<file path="config.mk">
export PLATFORM = sky130hd
export DESIGN_NAME = sdram_arbiter_flat
export DESIGN_NICKNAME = d
export VERILOG_FILES = /design/src/rtl/sdram_arbiter_pkg.sv /design/src/rtl/sdram_arbiter_if.sv /design/src/rtl/sdram_arb_id_fifo.sv /design/src/rtl/sdram_arbiter.sv /design/src/flat_wrapper.sv
export SDC_FILE = /design/constraint.sdc
export NUM_CORES = 1
export LEC_CHECK = 0
export CAP_MARGIN = 0
export CORE_UTILIZATION = 38
export DETAILED_ROUTE_END_ITERATION = 12
export HOLD_SLACK_MARGIN = 0.12
export PLACE_DENSITY = 0.7
export SLEW_MARGIN = 20
export SYNTH_ARGS = -nofsm -noshare
export SYNTH_HDL_FRONTEND = slang
export SYNTH_HIERARCHICAL = 1
export SYNTH_SLANG_ARGS = --single-unit
</file>
<file path="constraint.sdc">
create_clock -name clk_clk -period 10 [get_ports clk_clk]
set_input_delay 1.5 -clock clk_clk [delete_from_list [all_inputs] [get_ports clk_clk]]
set_output_delay 1.5 -clock clk_clk [all_outputs]
set_load 0.05 [all_outputs]
</file>
<file path="src/rtl/sdram_arbiter_pkg.sv">
// Shared defaults and types for the two-requester SDRAM arbiter.
package sdram_arbiter_pkg;

  localparam int unsigned ADDR_W_DEF   = 22;
  localparam int unsigned DATA_W_DEF   = 32;
  localparam int unsigned MAX_PEND_DEF = 8;

  typedef enum logic [0:0] {
    StIdle = 1'b0,
    StBusy = 1'b1
  } state_e;

  // 0 = filter read port, 1 = filter write-back port
  typedef logic [0:0] req_id_t;

endpackage

</file>
<file path="src/rtl/sdram_arbiter_if.sv">
// Avalon-MM single-word bus bundle. The master modport is the command issuer.
interface sdram_arbiter_if
  import sdram_arbiter_pkg::*;
#(
  parameter int unsigned ADDR_W = ADDR_W_DEF,
  parameter int unsigned DATA_W = DATA_W_DEF
);

  logic [ADDR_W-1:0]   address;
  logic                read;
  logic                write;
  logic [DATA_W-1:0]   writedata;
  logic [DATA_W/8-1:0] byteenable;
  logic                waitrequest;
  logic [DATA_W-1:0]   readdata;
  logic                readdatavalid;

  modport master (
    output address, read, write, writedata, byteenable,
    input  waitrequest, readdata, readdatavalid
  );

  modport slave (
    input  address, read, write, writedata, byteenable,
    output waitrequest, readdata, readdatavalid
  );

endinterface

</file>
<file path="src/rtl/sdram_arb_id_fifo.sv">
// Requester-ID FIFO tracking issue order of outstanding reads. Depth must be a power of 2.
module sdram_arb_id_fifo
  import sdram_arbiter_pkg::*;
#(
  parameter int unsigned Depth = MAX_PEND_DEF,
  localparam int unsigned PtrW = $clog2(Depth)
) (
  input  logic          clk,
  input  logic          rst,
  input  logic          push,
  input  logic          pop,
  input  req_id_t       id_in,
  output req_id_t       id_out,
  output logic [PtrW:0] count,
  output logic          empty,
  output logic          full
);

  req_id_t         mem_q [Depth];
  logic [PtrW-1:0] wr_ptr_q, wr_ptr_d;
  logic [PtrW-1:0] rd_ptr_q, rd_ptr_d;
  logic [PtrW:0]   count_q, count_d;
  logic            do_push, do_pop;

  assign empty  = (count_q == '0);
  assign full   = (count_q == (PtrW + 1)'(Depth));
  assign count  = count_q;
  assign id_out = mem_q[rd_ptr_q];

  // Next-state pointers and occupancy; simultaneous push/pop leaves count unchanged
  always_comb begin
    do_push  = push & ~full;
    do_pop   = pop & ~empty;
    wr_ptr_d = do_push ? wr_ptr_q + 1'b1 : wr_ptr_q;
    rd_ptr_d = do_pop ? rd_ptr_q + 1'b1 : rd_ptr_q;
    case ({do_push, do_pop})
      2'b10:   count_d = count_q + 1'b1;
      2'b01:   count_d = count_q - 1'b1;
      default: count_d = count_q;
    endcase
  end

  // Pointer and count state
  always_ff @(posedge clk or posedge rst) begin
    if (rst) begin
      wr_ptr_q <= '0;
      rd_ptr_q <= '0;
      count_q  <= '0;
    end else begin
      wr_ptr_q <= wr_ptr_d;
      rd_ptr_q <= rd_ptr_d;
      count_q  <= count_d;
    end
  end

  // Storage; contents are don't-care while unoccupied so no reset
  always_ff @(posedge clk) begin
    if (do_push) mem_q[wr_ptr_q] <= id_in;
  end

endmodule

</file>
<file path="src/rtl/sdram_arbiter.sv">
// Round-robin arbiter sharing one Avalon-MM master between the filter read (r0)
// and write-back (r1) ports, with in-order read response routing.
module sdram_arbiter
  import sdram_arbiter_pkg::*;
#(
  parameter int unsigned ADDR_W   = ADDR_W_DEF,
  parameter int unsigned DATA_W   = DATA_W_DEF,
  parameter int unsigned MAX_PEND = MAX_PEND_DEF
) (
  input  logic                     clk_clk,
  input  logic                     reset_reset,
  sdram_arbiter_if.slave           r0,
  sdram_arbiter_if.slave           r1,
  sdram_arbiter_if.master          m,
  output logic [$clog2(MAX_PEND):0] pend_count,
  output logic                     err_underflow
);

  state_e              state_q, state_d;
  req_id_t             grant_q, grant_d, last_grant_q, last_grant_d, win;
  logic                m_read_q, m_read_d, m_write_q, m_write_d;
  logic [ADDR_W-1:0]   addr_q, addr_d, sel_addr;
  logic [DATA_W-1:0]   wdata_q, wdata_d, sel_wdata;
  logic [DATA_W/8-1:0] be_q, be_d, sel_be;
  logic                sel_read, sel_write, elig0, elig1;
  logic                rvalid0_q, rvalid0_d, rvalid1_q, rvalid1_d;
  logic [DATA_W-1:0]   rdata0_q, rdata0_d, rdata1_q, rdata1_d;
  logic                err_q, err_d;
  logic                accept, push, pop, fifo_empty, fifo_full;
  req_id_t             pop_id;

  // Eligibility, round-robin winner and winner's command mux (write beats read)
  always_comb begin
    elig0 = r0.write | (r0.read & ~fifo_full);
    elig1 = r1.write | (r1.read & ~fifo_full);
    win   = (elig0 & elig1) ? ~last_grant_q : elig1;
    if (win == 1'b1) begin
      sel_write = r1.write;
      sel_read  = r1.read & ~r1.write;
      sel_addr  = r1.address;
      sel_wdata = r1.writedata;
      sel_be    = r1.byteenable;
    end else begin
      sel_write = r0.write;
      sel_read  = r0.read & ~r0.write;
      sel_addr  = r0.address;
      sel_wdata = r0.writedata;
      sel_be    = r0.byteenable;
    end
  end

  assign accept = (state_q == StBusy) & ~m.waitrequest;
  assign push   = accept & m_read_q;

  // IDLE/BUSY control: latch the winner, hold m_* until the controller accepts
  always_comb begin
    state_d      = state_q;
    grant_d      = grant_q;
    last_grant_d = last_grant_q;
    m_read_d     = m_read_q;
    m_write_d    = m_write_q;
    addr_d       = addr_q;
    wdata_d      = wdata_q;
    be_d         = be_q;
    case (state_q)
      StIdle: begin
        if (elig0 | elig1) begin
          state_d      = StBusy;
          grant_d      = win;
          last_grant_d = win;
          m_read_d     = sel_read;
          m_write_d    = sel_write;
          addr_d       = sel_addr;
          wdata_d      = sel_wdata;
          be_d         = sel_be;
        end
      end
      default: begin
        if (!m.waitrequest) begin
          state_d   = StIdle;
          m_read_d  = 1'b0;
          m_write_d = 1'b0;
        end
      end
    endcase
  end

  // Response routing to the oldest outstanding requester; stray responses are dropped
  always_comb begin
    pop       = m.readdatavalid & ~fifo_empty;
    err_d     = err_q | (m.readdatavalid & fifo_empty);
    rvalid0_d = pop & (pop_id == 1'b0);
    rvalid1_d = pop & (pop_id == 1'b1);
    rdata0_d  = rvalid0_d ? m.readdata : rdata0_q;
    rdata1_d  = rvalid1_d ? m.readdata : rdata1_q;
  end

  // All arbiter state; reset abandons any transfer in flight
  always_ff @(posedge clk_clk or posedge reset_reset) begin
    if (reset_reset) begin
      state_q      <= StIdle;
      grant_q      <= 1'b0;
      last_grant_q <= 1'b1;
      m_read_q     <= 1'b0;
      m_write_q    <= 1'b0;
      addr_q       <= '0;
      wdata_q      <= '0;
      be_q         <= '0;
      rvalid0_q    <= 1'b0;
      rvalid1_q    <= 1'b0;
      rdata0_q     <= '0;
      rdata1_q     <= '0;
      err_q        <= 1'b0;
    end else begin
      state_q      <= state_d;
      grant_q      <= grant_d;
      last_grant_q <= last_grant_d;
      m_read_q     <= m_read_d;
      m_write_q    <= m_write_d;
      addr_q       <= addr_d;
      wdata_q      <= wdata_d;
      be_q         <= be_d;
      rvalid0_q    <= rvalid0_d;
      rvalid1_q    <= rvalid1_d;
      rdata0_q     <= rdata0_d;
      rdata1_q     <= rdata1_d;
      err_q        <= err_d;
    end
  end

  sdram_arb_id_fifo #(
    .Depth (MAX_PEND)
  ) u_id_fifo (
    .clk    (clk_clk),
    .rst    (reset_reset),
    .push   (push),
    .pop    (pop),
    .id_in  (grant_q),
    .id_out (pop_id),
    .count  (pend_count),
    .empty  (fifo_empty),
    .full   (fifo_full)
  );

  assign m.address        = addr_q;
  assign m.read           = m_read_q;
  assign m.write          = m_write_q;
  assign m.writedata      = wdata_q;
  assign m.byteenable     = be_q;
  assign r0.waitrequest   = ~(accept & (grant_q == 1'b0));
  assign r1.waitrequest   = ~(accept & (grant_q == 1'b1));
  assign r0.readdata      = rdata0_q;
  assign r1.readdata      = rdata1_q;
  assign r0.readdatavalid = rvalid0_q;
  assign r1.readdatavalid = rvalid1_q;
  assign err_underflow    = err_q;

endmodule

</file>
<file path="src/flat_wrapper.sv">
// flat-port wrapper written by rule: the top's interface ports become plain ports
module sdram_arbiter_flat import sdram_arbiter_pkg::*;
#(
  parameter int unsigned ADDR_W   = ADDR_W_DEF,
  parameter int unsigned DATA_W   = DATA_W_DEF,
  parameter int unsigned MAX_PEND = MAX_PEND_DEF
)
  (clk_clk, reset_reset, pend_count, err_underflow, r0_address, r0_read, r0_write, r0_writedata, r0_byteenable, r0_waitrequest, r0_readdata, r0_readdatavalid, r1_address, r1_read, r1_write, r1_writedata, r1_byteenable, r1_waitrequest, r1_readdata, r1_readdatavalid, m_address, m_read, m_write, m_writedata, m_byteenable, m_waitrequest, m_readdata, m_readdatavalid);
  sdram_arbiter_if #(.ADDR_W(ADDR_W), .DATA_W(DATA_W)) r0_i ();
  sdram_arbiter_if #(.ADDR_W(ADDR_W), .DATA_W(DATA_W)) r1_i ();
  sdram_arbiter_if #(.ADDR_W(ADDR_W), .DATA_W(DATA_W)) m_i ();
  input  logic clk_clk;
  input  logic reset_reset;
  output logic [$clog2(MAX_PEND):0] pend_count;
  output logic err_underflow;
  input wire logic [$bits(r0_i.address)-1:0] r0_address;
  input wire logic [$bits(r0_i.read)-1:0] r0_read;
  input wire logic [$bits(r0_i.write)-1:0] r0_write;
  input wire logic [$bits(r0_i.writedata)-1:0] r0_writedata;
  input wire logic [$bits(r0_i.byteenable)-1:0] r0_byteenable;
  output wire logic [$bits(r0_i.waitrequest)-1:0] r0_waitrequest;
  output wire logic [$bits(r0_i.readdata)-1:0] r0_readdata;
  output wire logic [$bits(r0_i.readdatavalid)-1:0] r0_readdatavalid;
  input wire logic [$bits(r1_i.address)-1:0] r1_address;
  input wire logic [$bits(r1_i.read)-1:0] r1_read;
  input wire logic [$bits(r1_i.write)-1:0] r1_write;
  input wire logic [$bits(r1_i.writedata)-1:0] r1_writedata;
  input wire logic [$bits(r1_i.byteenable)-1:0] r1_byteenable;
  output wire logic [$bits(r1_i.waitrequest)-1:0] r1_waitrequest;
  output wire logic [$bits(r1_i.readdata)-1:0] r1_readdata;
  output wire logic [$bits(r1_i.readdatavalid)-1:0] r1_readdatavalid;
  output wire logic [$bits(m_i.address)-1:0] m_address;
  output wire logic [$bits(m_i.read)-1:0] m_read;
  output wire logic [$bits(m_i.write)-1:0] m_write;
  output wire logic [$bits(m_i.writedata)-1:0] m_writedata;
  output wire logic [$bits(m_i.byteenable)-1:0] m_byteenable;
  input wire logic [$bits(m_i.waitrequest)-1:0] m_waitrequest;
  input wire logic [$bits(m_i.readdata)-1:0] m_readdata;
  input wire logic [$bits(m_i.readdatavalid)-1:0] m_readdatavalid;
  assign r0_i.address = r0_address;
  assign r0_i.read = r0_read;
  assign r0_i.write = r0_write;
  assign r0_i.writedata = r0_writedata;
  assign r0_i.byteenable = r0_byteenable;
  assign r0_waitrequest = r0_i.waitrequest;
  assign r0_readdata = r0_i.readdata;
  assign r0_readdatavalid = r0_i.readdatavalid;
  assign r1_i.address = r1_address;
  assign r1_i.read = r1_read;
  assign r1_i.write = r1_write;
  assign r1_i.writedata = r1_writedata;
  assign r1_i.byteenable = r1_byteenable;
  assign r1_waitrequest = r1_i.waitrequest;
  assign r1_readdata = r1_i.readdata;
  assign r1_readdatavalid = r1_i.readdatavalid;
  assign m_address = m_i.address;
  assign m_read = m_i.read;
  assign m_write = m_i.write;
  assign m_writedata = m_i.writedata;
  assign m_byteenable = m_i.byteenable;
  assign m_i.waitrequest = m_waitrequest;
  assign m_i.readdata = m_readdata;
  assign m_i.readdatavalid = m_readdatavalid;
  sdram_arbiter #(.ADDR_W(ADDR_W), .DATA_W(DATA_W), .MAX_PEND(MAX_PEND)) u_core (.clk_clk(clk_clk), .reset_reset(reset_reset), .r0(r0_i), .r1(r1_i), .m(m_i), .pend_count(pend_count), .err_underflow(err_underflow));
endmodule
</file>
==> results_dict.tcl, run 1 <==
set metrics [dict create \
    drt_iter0_markers 255 \
    antenna_found_initial 1 \
    status "finished, final reports clean" \
    n_fill_cell 1391 \
    start_util_pct 39.2 \
    final-seq-area_um2 3740 \
    wirelength_um 19500 \
    vias_per_cell 5.29 \
    row_count 47 \
    htree_levels 4 \
    grt_pass1_vias 5995 \
    setup-violations-final 0 \
    crit_family "buffers and inverters" \
    slowest_stage "clkdlybuf4s50_1" \
    synth_edf_count 8 \
    numCtsBuffers 17 \
    fp.dieH_um 133 \
    max-slew-margin-rel_pct 33.5 \
    max_stage_delay_ns 0.71 \
    clockBufferDepth 2 \
    drc 0 \
    post_cts_resized 0 \
    async_flop_share_pct 94.6 \
    cp_cell_sequence "clkdlybuf4s50_1, nand2b_1, or2_2, clkdlybuf4s50_1" \
    vdd_drop_max_uv 210 \
    dp_hpwl_um 13600 \
    clk_pin_slew_ns 0.06 \
    synth_ff_type "dfrtp_1" \
    finalHoldViolCount 0 \
    crit_type "in -> out" \
    fmax_ghz 0.217 \
    nets 1017 \
    postLayoutCoreUtil_pct 61.0 \
    required_ns 8.50 \
    drv_slew 0 \
    p_per_area_nw_per_um2 358 \
    maxCapViolCount 0 \
    syn_area_per_cell_um2 11.1 \
    vias 5756 \
    finalClockSkew_ns 0.0105 \
    hold_class "reg -> reg" \
    grt_pass1_wl_um 31100 \
    postSynthNetCount 750 \
    crit_arrival_ns 3.11 \
    crit_buf_inv 2 \
    postSynthRegisterBits 148 \
    insertion_delay_ns 0.41 \
    place.gp.congestion 0.800 \
    coreArea_um2 16700 \
    synthCells 588 \
    ioPinCount 289 \
    portBuffers 288 \
    synth_warnings 6 \
    fin_tns_setup_ns 0 \
    multi_input_area_um2 2560 \
    p_total_uw 3640 \
    fin_crit_sh_pct 46.1 \
    end_kind "primary output" \
    syn-cell-area_um2 6540 \
    grt.overflow.total 0 \
    root_buffer "clkbuf_16" \
    grt_usage_pct 22.3 \
    post-route-min-period_ns 4.61 \
    place_ws_ns 5.38 \
    cp-start-kind "input port" \
    tritoncts "yes" \
    grt_max_degree 74 \
    syn_to_final_growth_pct 55.7 \
    cp_common_cell "clkdlybuf4s50_1" \
    layout-drive-gt1-share_pct 13.6 \
    die_x_um 133 \
    final_antenna_net_count 0 \
    crit_path_max_fanout 3 \
    wl_per_cell_um 17.9 \
    ys_types 50 \
    p_leak_uw 0.00403 \
    clkSinkCount 148 \
    dieArea_um2 17700 \
    firstDrtPassIters 4 \
    fin_ws_ns 5.39 \
    worstMarginPinSlew_ns 0.995 \
    rsz0062_at_grt "false" \
    postCtsHoldBufs 0 \
    ys_seq_area_share_pct 57.2 \
    post_cts_buffers 0 \
]
==> kinds of logic (layout without fill, tap and decap cells) <==
kind of cell / Yosys count / in the layout / synth area share [%]
buffers and inverters: 57 / 337 / 4.28
muxes: 70 / 70 / 12.4
and+or+nand+nor: 106 / 106 / 7.23
adders and majority gates: 6 / 6 / 1.26
DFF: 148 / 148 / 57.2
AOI/OAI and AO/OA: 195 / 195 / 16.8
other: 0 / 1 / 0
xor gates and xnor gates: 6 / 6 / 0.803
==> cell type report <==
class | instances | share of cell area (%)
Sequential cell | 148 | 36.8
Inverter | 11 | 0.430
Tap cell | 220 | 2.70
Antenna cell | 1 | 0.0246
Multi-Input combinational cell | 383 | 25.1
Clock inverter | 12 | 1.65
Timing Repair Buffer | 294 | 28.9
Clock buffer | 20 | 4.48
==> per-stage QoR <==
step           hold slack, ns  instances  area (um^2)
2_1_floorplan           0.453        588         6540
3_3_place_gp            0.440       1055         9530
3_5_place_dp            0.444       1055         9540
4_1_cts                 0.458       1087        10200
5_1_grt                 0.476       1089        10200
6_report                0.456       1089        10200
==> Yosys cell counts, drive strengths merged (2+ instances only) <==
cell type  instances  area [um^2]
nand2b             3         18.8
inv               11         41.3
ha                 5         62.6
a31oi             59          369
dfrtp            139         3480
clkbuf            16         61.3
mux4               2         45.0
nor3               2         10.0
edfxtp             8          240
nand3              4         20.0
nor2              70          263
o21ai             63          319
or2                2         12.5
nor3b              2         15.0
xnor2              5         43.8
a21oi             62          314
mux2              67          754
nor2b              4         27.5
buf               30          178
a21o               2         15.0
nand2             13         56.3
or4b               2         23.8
==> state kept, by name (all words and copies together) (netlist names), 3 cells and up <==
name,cells
u_core/m.address,22
u_core/u_id_fifo/wr_ptr_q,3
u_core/u_id_fifo/count,4
u_core/r0.readdata,32
u_core/r1.readdata,32
u_core/u_id_fifo/rd_ptr_q,3
u_core/u_id_fifo/mem_q,8
u_core/m.writedata,32
u_core/m.byteenable,4
==> per-layer routing <==
layer | part of all wire [%] | vias to the layer above | GRT usage, %
met5 | 0 | - | 0
met4 | 2.1 | 0 | 8.59
met3 | 10 | 28 | 8.45
met2 | 50 | 281 | 37.9
met1 | 38 | 2800 | 25.5
li1 | - | 2647 | -
==> report_power, final <==
part	leakage [uW]	total [uW]	switching [uW]	internal (uW)
Clock	0.000302	665	254	411
Combinational	0.00204	1970	1250	714
Sequential	0.00169	1010	158	854
==> cells in the final DEF (no fill, tap or decap), drive strengths merged, types with 2 or more instances in the layout <==
cell,n
clkdlybuf4s50,288
dfrtp,139
nor2,70
mux2,67
o21ai,63
a21oi,62
a31oi,59
clkbuf,20
inv,15
nand2,13
edfxtp,8
buf,6
xnor2,5
ha,5
clkinv,4
nand3,4
nor2b,4
bufinv,3
nand2b,3
nor3,2
mux4,2
nor3b,2
or2,2
a21o,2
or4b,2
==> worst paths after layout <==
| check | from | endpoint | slack (ns) | cells after the start |
|---|---|---|---|---|
| max in group asynchronous | reset_reset | u_core/r1.readdata[8] | 7.02 | 3 |
| worst min-delay path | u_core/err_underflow | u_core/err_underflow | 0.46 | 1 |
| worst min register to register | u_core/err_underflow | u_core/err_underflow | 0.46 | 1 |
| min in group asynchronous | reset_reset | u_core/u_id_fifo/count[0] | 1.46 | 2 |
| worst max register to register | u_core/u_id_fifo/count[0] | u_core/u_id_fifo/count[3] | 7.11 | 9 |
| worst max-delay path | m_waitrequest | r0_waitrequest | 5.39 | 4 |
Note: power is estimated with default switching activity, not from simulation.
==> inputs of run 2 (changes only) <==
PLACE_DENSITY = 0.73   (was 0.7)
clock period = 3.99 ns   (was 10 ns; I/O delays follow)
==> run 2 against run 1 <==
Effect of this change:
- clock skew decreased by 0.00087 ns
- cell area decreased by 0.17%
- via count decreased by 0.38%
- setup slack got worse by 4.2 ns
==> results_dict.tcl, run 2 (same netlist as run 1, synthesis figures left out) <==
set metrics [dict create \
    maxCapViolCount 0 \
    fin_tns_setup_ns 0 \
    p_per_area_nw_per_um2 884 \
    power.internal_uw 4800 \
    dieArea_um2 17700 \
    numCtsBuffers 17 \
    p_total_uw 8990 \
    setup-violations-final 0 \
    status "finished, final reports clean" \
    fin_crit_sh_pct 70.8 \
    fmax_ghz 0.354 \
    pwr-share-seq_pct 28.1 \
    n_fill_cell 1421 \
    dp_hpwl_um 12800 \
    vias_per_cell 5.24 \
    final-seq-area_um2 3740 \
    syn_to_final_growth_pct 55.5 \
    max-slew-margin-rel_pct 46.0 \
    netSwitchingPower_uw 4180 \
    layout-drive-gt1-share_pct 14.2 \
    final_area_um2 10200 \
    firstDrtPassIters 5 \
    p_clk_share_pct 17.3 \
    power_frac_comb_pct 54.6 \
    drv_slew 0 \
    tritoncts "yes" \
    grt_pass1_wl_um 30500 \
    coreArea_um2 16700 \
    crit_type "reg -> reg" \
    p_leak_uw 0.00403 \
    root_buffer "clkbuf_16" \
    swShare_pct 46.5 \
    htree_levels 4 \
    post-route-min-period_ns 2.83 \
    final_antenna_net_count 0 \
    grt_usage_pct 22.0 \
    crit_arrival_ns 3.12 \
    postCtsHoldBufs 0 \
    hold_class "reg -> reg" \
    antenna_found_initial 1 \
    finalClockSkew_ns 0.00963 \
    post_cts_buffers 0 \
    clk_pin_slew_ns 0.06 \
    grt_max_degree 131 \
    drt_iter0_markers 277 \
    multi_input_area_um2 2540 \
    vdd_drop_max_uv 456 \
    wl_per_cell_um 17.6 \
    holdPathStages 1 \
    vias 5734 \
    grt_pass1_vias 5882 \
    fp.dieH_um 133 \
    cp-start-kind "flip-flop" \
    die_x_um 133 \
    row_count 47 \
    nets 1022 \
    clkSinkCount 148 \
    postLayoutCoreUtil_pct 60.9 \
    mostFrequentLayoutCells "clkdlybuf4s50_1, dfrtp_1, nor2_1" \
    placedCellCount 1061 \
    wirelength_um 19200 \
    crit_path_max_fanout 9 \
    required_ns 4.28 \
    drc 0 \
    insertion_delay_ns 0.42 \
    end_kind "flip-flop" \
    final_cell_count_no_fill 1094 \
    post_cts_resized 0 \
    place.gp.congestion 0.806 \
    clockBufferDepth 2 \
    worstRegToRegCells 9 \
    ioPinCount 289 \
    rsz0062_at_grt "false" \
    final_common_cell "clkdlybuf4s50_1" \
    portBuffers 288 \
    place_area_um2 9600 \
    finalHoldViolCount 0 \
    grt.overflow.total 0 \
    worstMarginPinSlew_ns 0.808 \
    start_util_pct 39.2 \
]
-- run 2: changes by cell type in the layout (fill, tap and decap cells not counted), moves of 2 or more --
| cell | before | now |
|---|---|---|
| clkinvlp_4 | 1 | 3 |
| clkbuf_8 | 2 | 0 |
| clkinv_4 | 4 | 1 |
| inv_6 | 4 | 6 |
| buf_4 | 5 | 9 |
| clkinv_2 | 0 | 3 |
| bufinv_16 | 3 | 1 |
| inv_8 | 0 | 2 |
-- run 2: stage by stage --
stage          hold slack, ns  worst slack (ns)
3_3_place_gp            0.471             0.975
6_report                0.482              1.16
3_5_place_dp            0.471             0.924
5_1_grt                 0.514             0.967
4_1_cts                 0.484              1.17
2_1_floorplan           0.439              1.24
-- run 2: worst max-delay path: stages (launching register included) --
cell and delay, ns:
dfrtp_1 0.48, nor4_1 0.41, nor2b_1 0.14, o41ai_2 0.10, inv_1 0.15, ha_1 0.32, ha_1 0.39, or4b_1 0.48
o311ai_0 0.11, o211ai_1 0.12
-- run 2: area by class of cell --
cell class                      instances  area share (%)
Tap cell                              220            2.71
Multi-Input combinational cell        383            25.0
Timing Repair Buffer                  299            29.4
Clock inverter                         15            1.41
Sequential cell                       148            36.8
Antenna cell                            1          0.0246
Clock buffer                           17            4.18
Inverter                               11           0.443
-- run 2: final timing paths --
check                                               start                        end  slack [ns]
min in group asynchronous                     reset_reset  u_core/u_id_fifo/count[0]        0.55
worst max register to register  u_core/u_id_fifo/count[0]  u_core/u_id_fifo/count[3]        1.16
worst min register to register       u_core/err_underflow       u_core/err_underflow        0.48
worst max-delay path            u_core/u_id_fifo/count[0]  u_core/u_id_fifo/count[3]        1.16
worst min-delay path                 u_core/err_underflow       u_core/err_underflow        0.48
max in group asynchronous                     reset_reset      u_core/m.writedata[2]        2.71
-- run 2: routing by layer --
layer,vias to the layer above,GRT usage (%),wire [um]
met3,34,8.56,1920
met5,-,0,0
met2,257,35.3,9200
met4,0,9.09,475
li1,2665,-,-
met1,2778,26.5,7650
-- run 2: power by group through the flow --
stage | clock network [uW] | registers, uW | logic, uW
after floorplan | 0 | 4510 | 1280
after global placement | 0 | 2530 | 4890
after detailed placement | 0 | 2550 | 4930
after CTS | 1600 | 2530 | 4930
after global routing | 1660 | 2610 | 5140
final | 1550 | 2520 | 4910
==> inputs of run 3 (changes only) <==
PLACE_DENSITY = 0.7   (was 0.73)
clock period = 2.8 ns   (was 3.99 ns; I/O delays follow)
==> run 3 against run 2 <==
Effect of this change:
- maximum frequency is 8.6% higher
- critical path depth stayed put
- register-to-register slack worse by 0.97 ns
- largest cell class unchanged
- clock power is 39% higher
- non-clock buffer count is 6 higher
- largest power group unchanged
- setup slack worse by 0.97 ns
- critical endpoint unchanged
- utilization is 0.67 points higher
==> results_dict.tcl, run 3 (same netlist as run 1, synthesis figures left out) <==
set metrics [dict create \
    n_fill_cell 1337 \
    required_ns 3.08 \
    wirelength_um 19900 \
    insertedDiodeCount 0 \
    wl_per_cell_um 18.1 \
    firstDrtPassIters 5 \
    place.gp.congestion 0.870 \
    start_util_pct 39.2 \
    clkSinkCount 148 \
    clockBufferDepth 2 \
    post_cts_buffers 0 \
    worstSetupEndpoint "u_core/u_id_fifo/count[3]" \
    root_buffer "clkbuf_16" \
    power_frac_comb_pct 55.3 \
    final_common_cell "clkdlybuf4s50_1" \
    max-slew-margin-rel_pct 47.6 \
    grt_pass1_wl_um 31700 \
    nets 1028 \
    finalHoldViolCount 0 \
    fmax_ghz 0.384 \
    row_count 47 \
    grt_max_degree 130 \
    drv_slew 0 \
    numCtsBuffers 17 \
    grt.overflow.total 0 \
    portBuffers 288 \
    drc 0 \
    swShare_pct 46.8 \
    p_clk_share_pct 16.7 \
    drt_iter0_markers 257 \
    worstMarginPinSlew_ns 0.787 \
    rsz0062_at_grt "false" \
    coreArea_um2 16700 \
    pwr-share-seq_pct 28.0 \
    mostFrequentLayoutCells "clkdlybuf4s50_1, dfrtp_1, nor2_1" \
    crit_buf_inv 1 \
    status "finished, final reports clean" \
    final_area_um2 10300 \
    crit_path_max_fanout 8 \
    insertion_delay_ns 0.42 \
    r2r_start "u_core/u_id_fifo/count[0]" \
    crit_start "u_core/u_id_fifo/count[0]" \
    fin_crit_sh_pct 92.9 \
    max_stage_delay_ns 0.49 \
    hold_class "in -> async" \
    htree_levels 4 \
    antenna_found_initial 0 \
    maxCapViolCount 0 \
    dieArea_um2 17700 \
    syn_to_final_growth_pct 57.2 \
    vdd_drop_max_uv 685 \
    tritoncts "yes" \
    p_per_area_nw_per_um2 1260 \
    dp_hpwl_um 14000 \
    place_area_um2 9700 \
    cp_cell_sequence "nor4_4, nor2b_1, o41ai_2, inv_1, ha_1, ha_1, or4b_1, o311ai_0, o211ai_1" \
    finalClockSkew_ns 0.0105 \
    layout-drive-gt1-share_pct 15.0 \
    worst-path-stages 9 \
    worstRegToRegCells 9 \
    rr_endpoint "u_core/u_id_fifo/count[3]" \
    grt_usage_pct 22.9 \
    postCtsHoldBufs 0 \
    crit_arrival_ns 2.89 \
    whs_ns 0.245 \
    cp_common_cell "ha_1" \
    crit_family "simple AND/OR/NAND/NOR gates" \
    postLayoutCoreUtil_pct 61.6 \
    cp-start-kind "flip-flop" \
    r2r_slack_ns 0.20 \
    clk_pin_slew_ns 0.06 \
    grt_pass1_vias 6150 \
    ioPinCount 289 \
    p_leak_uw 0.00408 \
    fp.dieH_um 133 \
    slowest_stage "dfrtp_2" \
    netSwitchingPower_uw 6060 \
    post-route-min-period_ns 2.60 \
    end_kind "flip-flop" \
    setup-violations-final 0 \
    power.internal_uw 6870 \
    final_antenna_net_count 0 \
    fin_tns_setup_ns 0 \
    die_x_um 133 \
    vias 5906 \
    crit_type "reg -> reg" \
    vias_per_cell 5.37 \
]
run 3: cell types whose count changed in the layout (fill, tap and decap cells not counted), sizes merged:
cell	previous run	this run
clkinv	4	7
bufinv	1	0
buf	11	17
clkinvlp	3	2
inv	18	17
diode	1	0
run 3: metal layers:
| layer | vias up | part of all wire [%] | track usage (%) |
|---|---|---|---|
| met5 | - | 0 | 0 |
| met1 | 2893 | 38 | 25.9 |
| met2 | 295 | 50 | 39.6 |
| li1 | 2674 | - | - |
| met4 | 0 | 2.5 | 9.03 |
| met3 | 44 | 9.2 | 7.99 |
run 3: worst min path at each step:
stage,start,cells after the start,slack (ns),endpoint
floorplan,reset_reset,1,0.26,u_core/u_id_fifo/count[0]
CTS,reset_reset,2,0.23,u_core/err_underflow
global route,reset_reset,2,0.26,u_core/err_underflow
detailed placement,u_core/err_underflow,1,0.45,u_core/err_underflow
finish,reset_reset,2,0.25,u_core/err_underflow
global placement,u_core/err_underflow,1,0.45,u_core/err_underflow
run 3: repair_timing:
item	CTS	global route
endpoints found under the hold margin	0	0
gates resized for setup	0	3
endpoints found under the setup margin	0	1
run 3: per-stage QoR:
| step | setup slack [ns] | cells | total power [uW] |
|---|---|---|---|
| 2_1_floorplan | 0.0503 | 588 | 8250 |
| 3_3_place_gp | 0.0819 | 1067 | 10600 |
| 3_5_place_dp | -0.0287 | 1067 | 10800 |
| 4_1_cts | 0.0285 | 1099 | 13000 |
| 5_1_grt | 0.0322 | 1099 | 13500 |
| 6_report | 0.198 | 1099 | 12900 |
run 3: area by class of cell:
class | count | area, um^2 | area share (%)
Inverter | 11 | 45.0 | 0.438
Multi-Input combinational cell | 383 | 2560 | 24.9
Clock buffer | 17 | 425 | 4.14
Sequential cell | 148 | 3750 | 36.4
Timing Repair Buffer | 305 | 3090 | 30.0
Tap cell | 220 | 275 | 2.68
Clock inverter | 15 | 141 | 1.37
run 3: power groups by stage:
stage	clock network (uW)	logic, uW	registers, uW
detailed placement	0	7160	3640
global placement	0	7040	3580
finish	2150	7160	3620
global route	2310	7470	3750
floorplan	0	1820	6430
CTS	2210	7180	3610
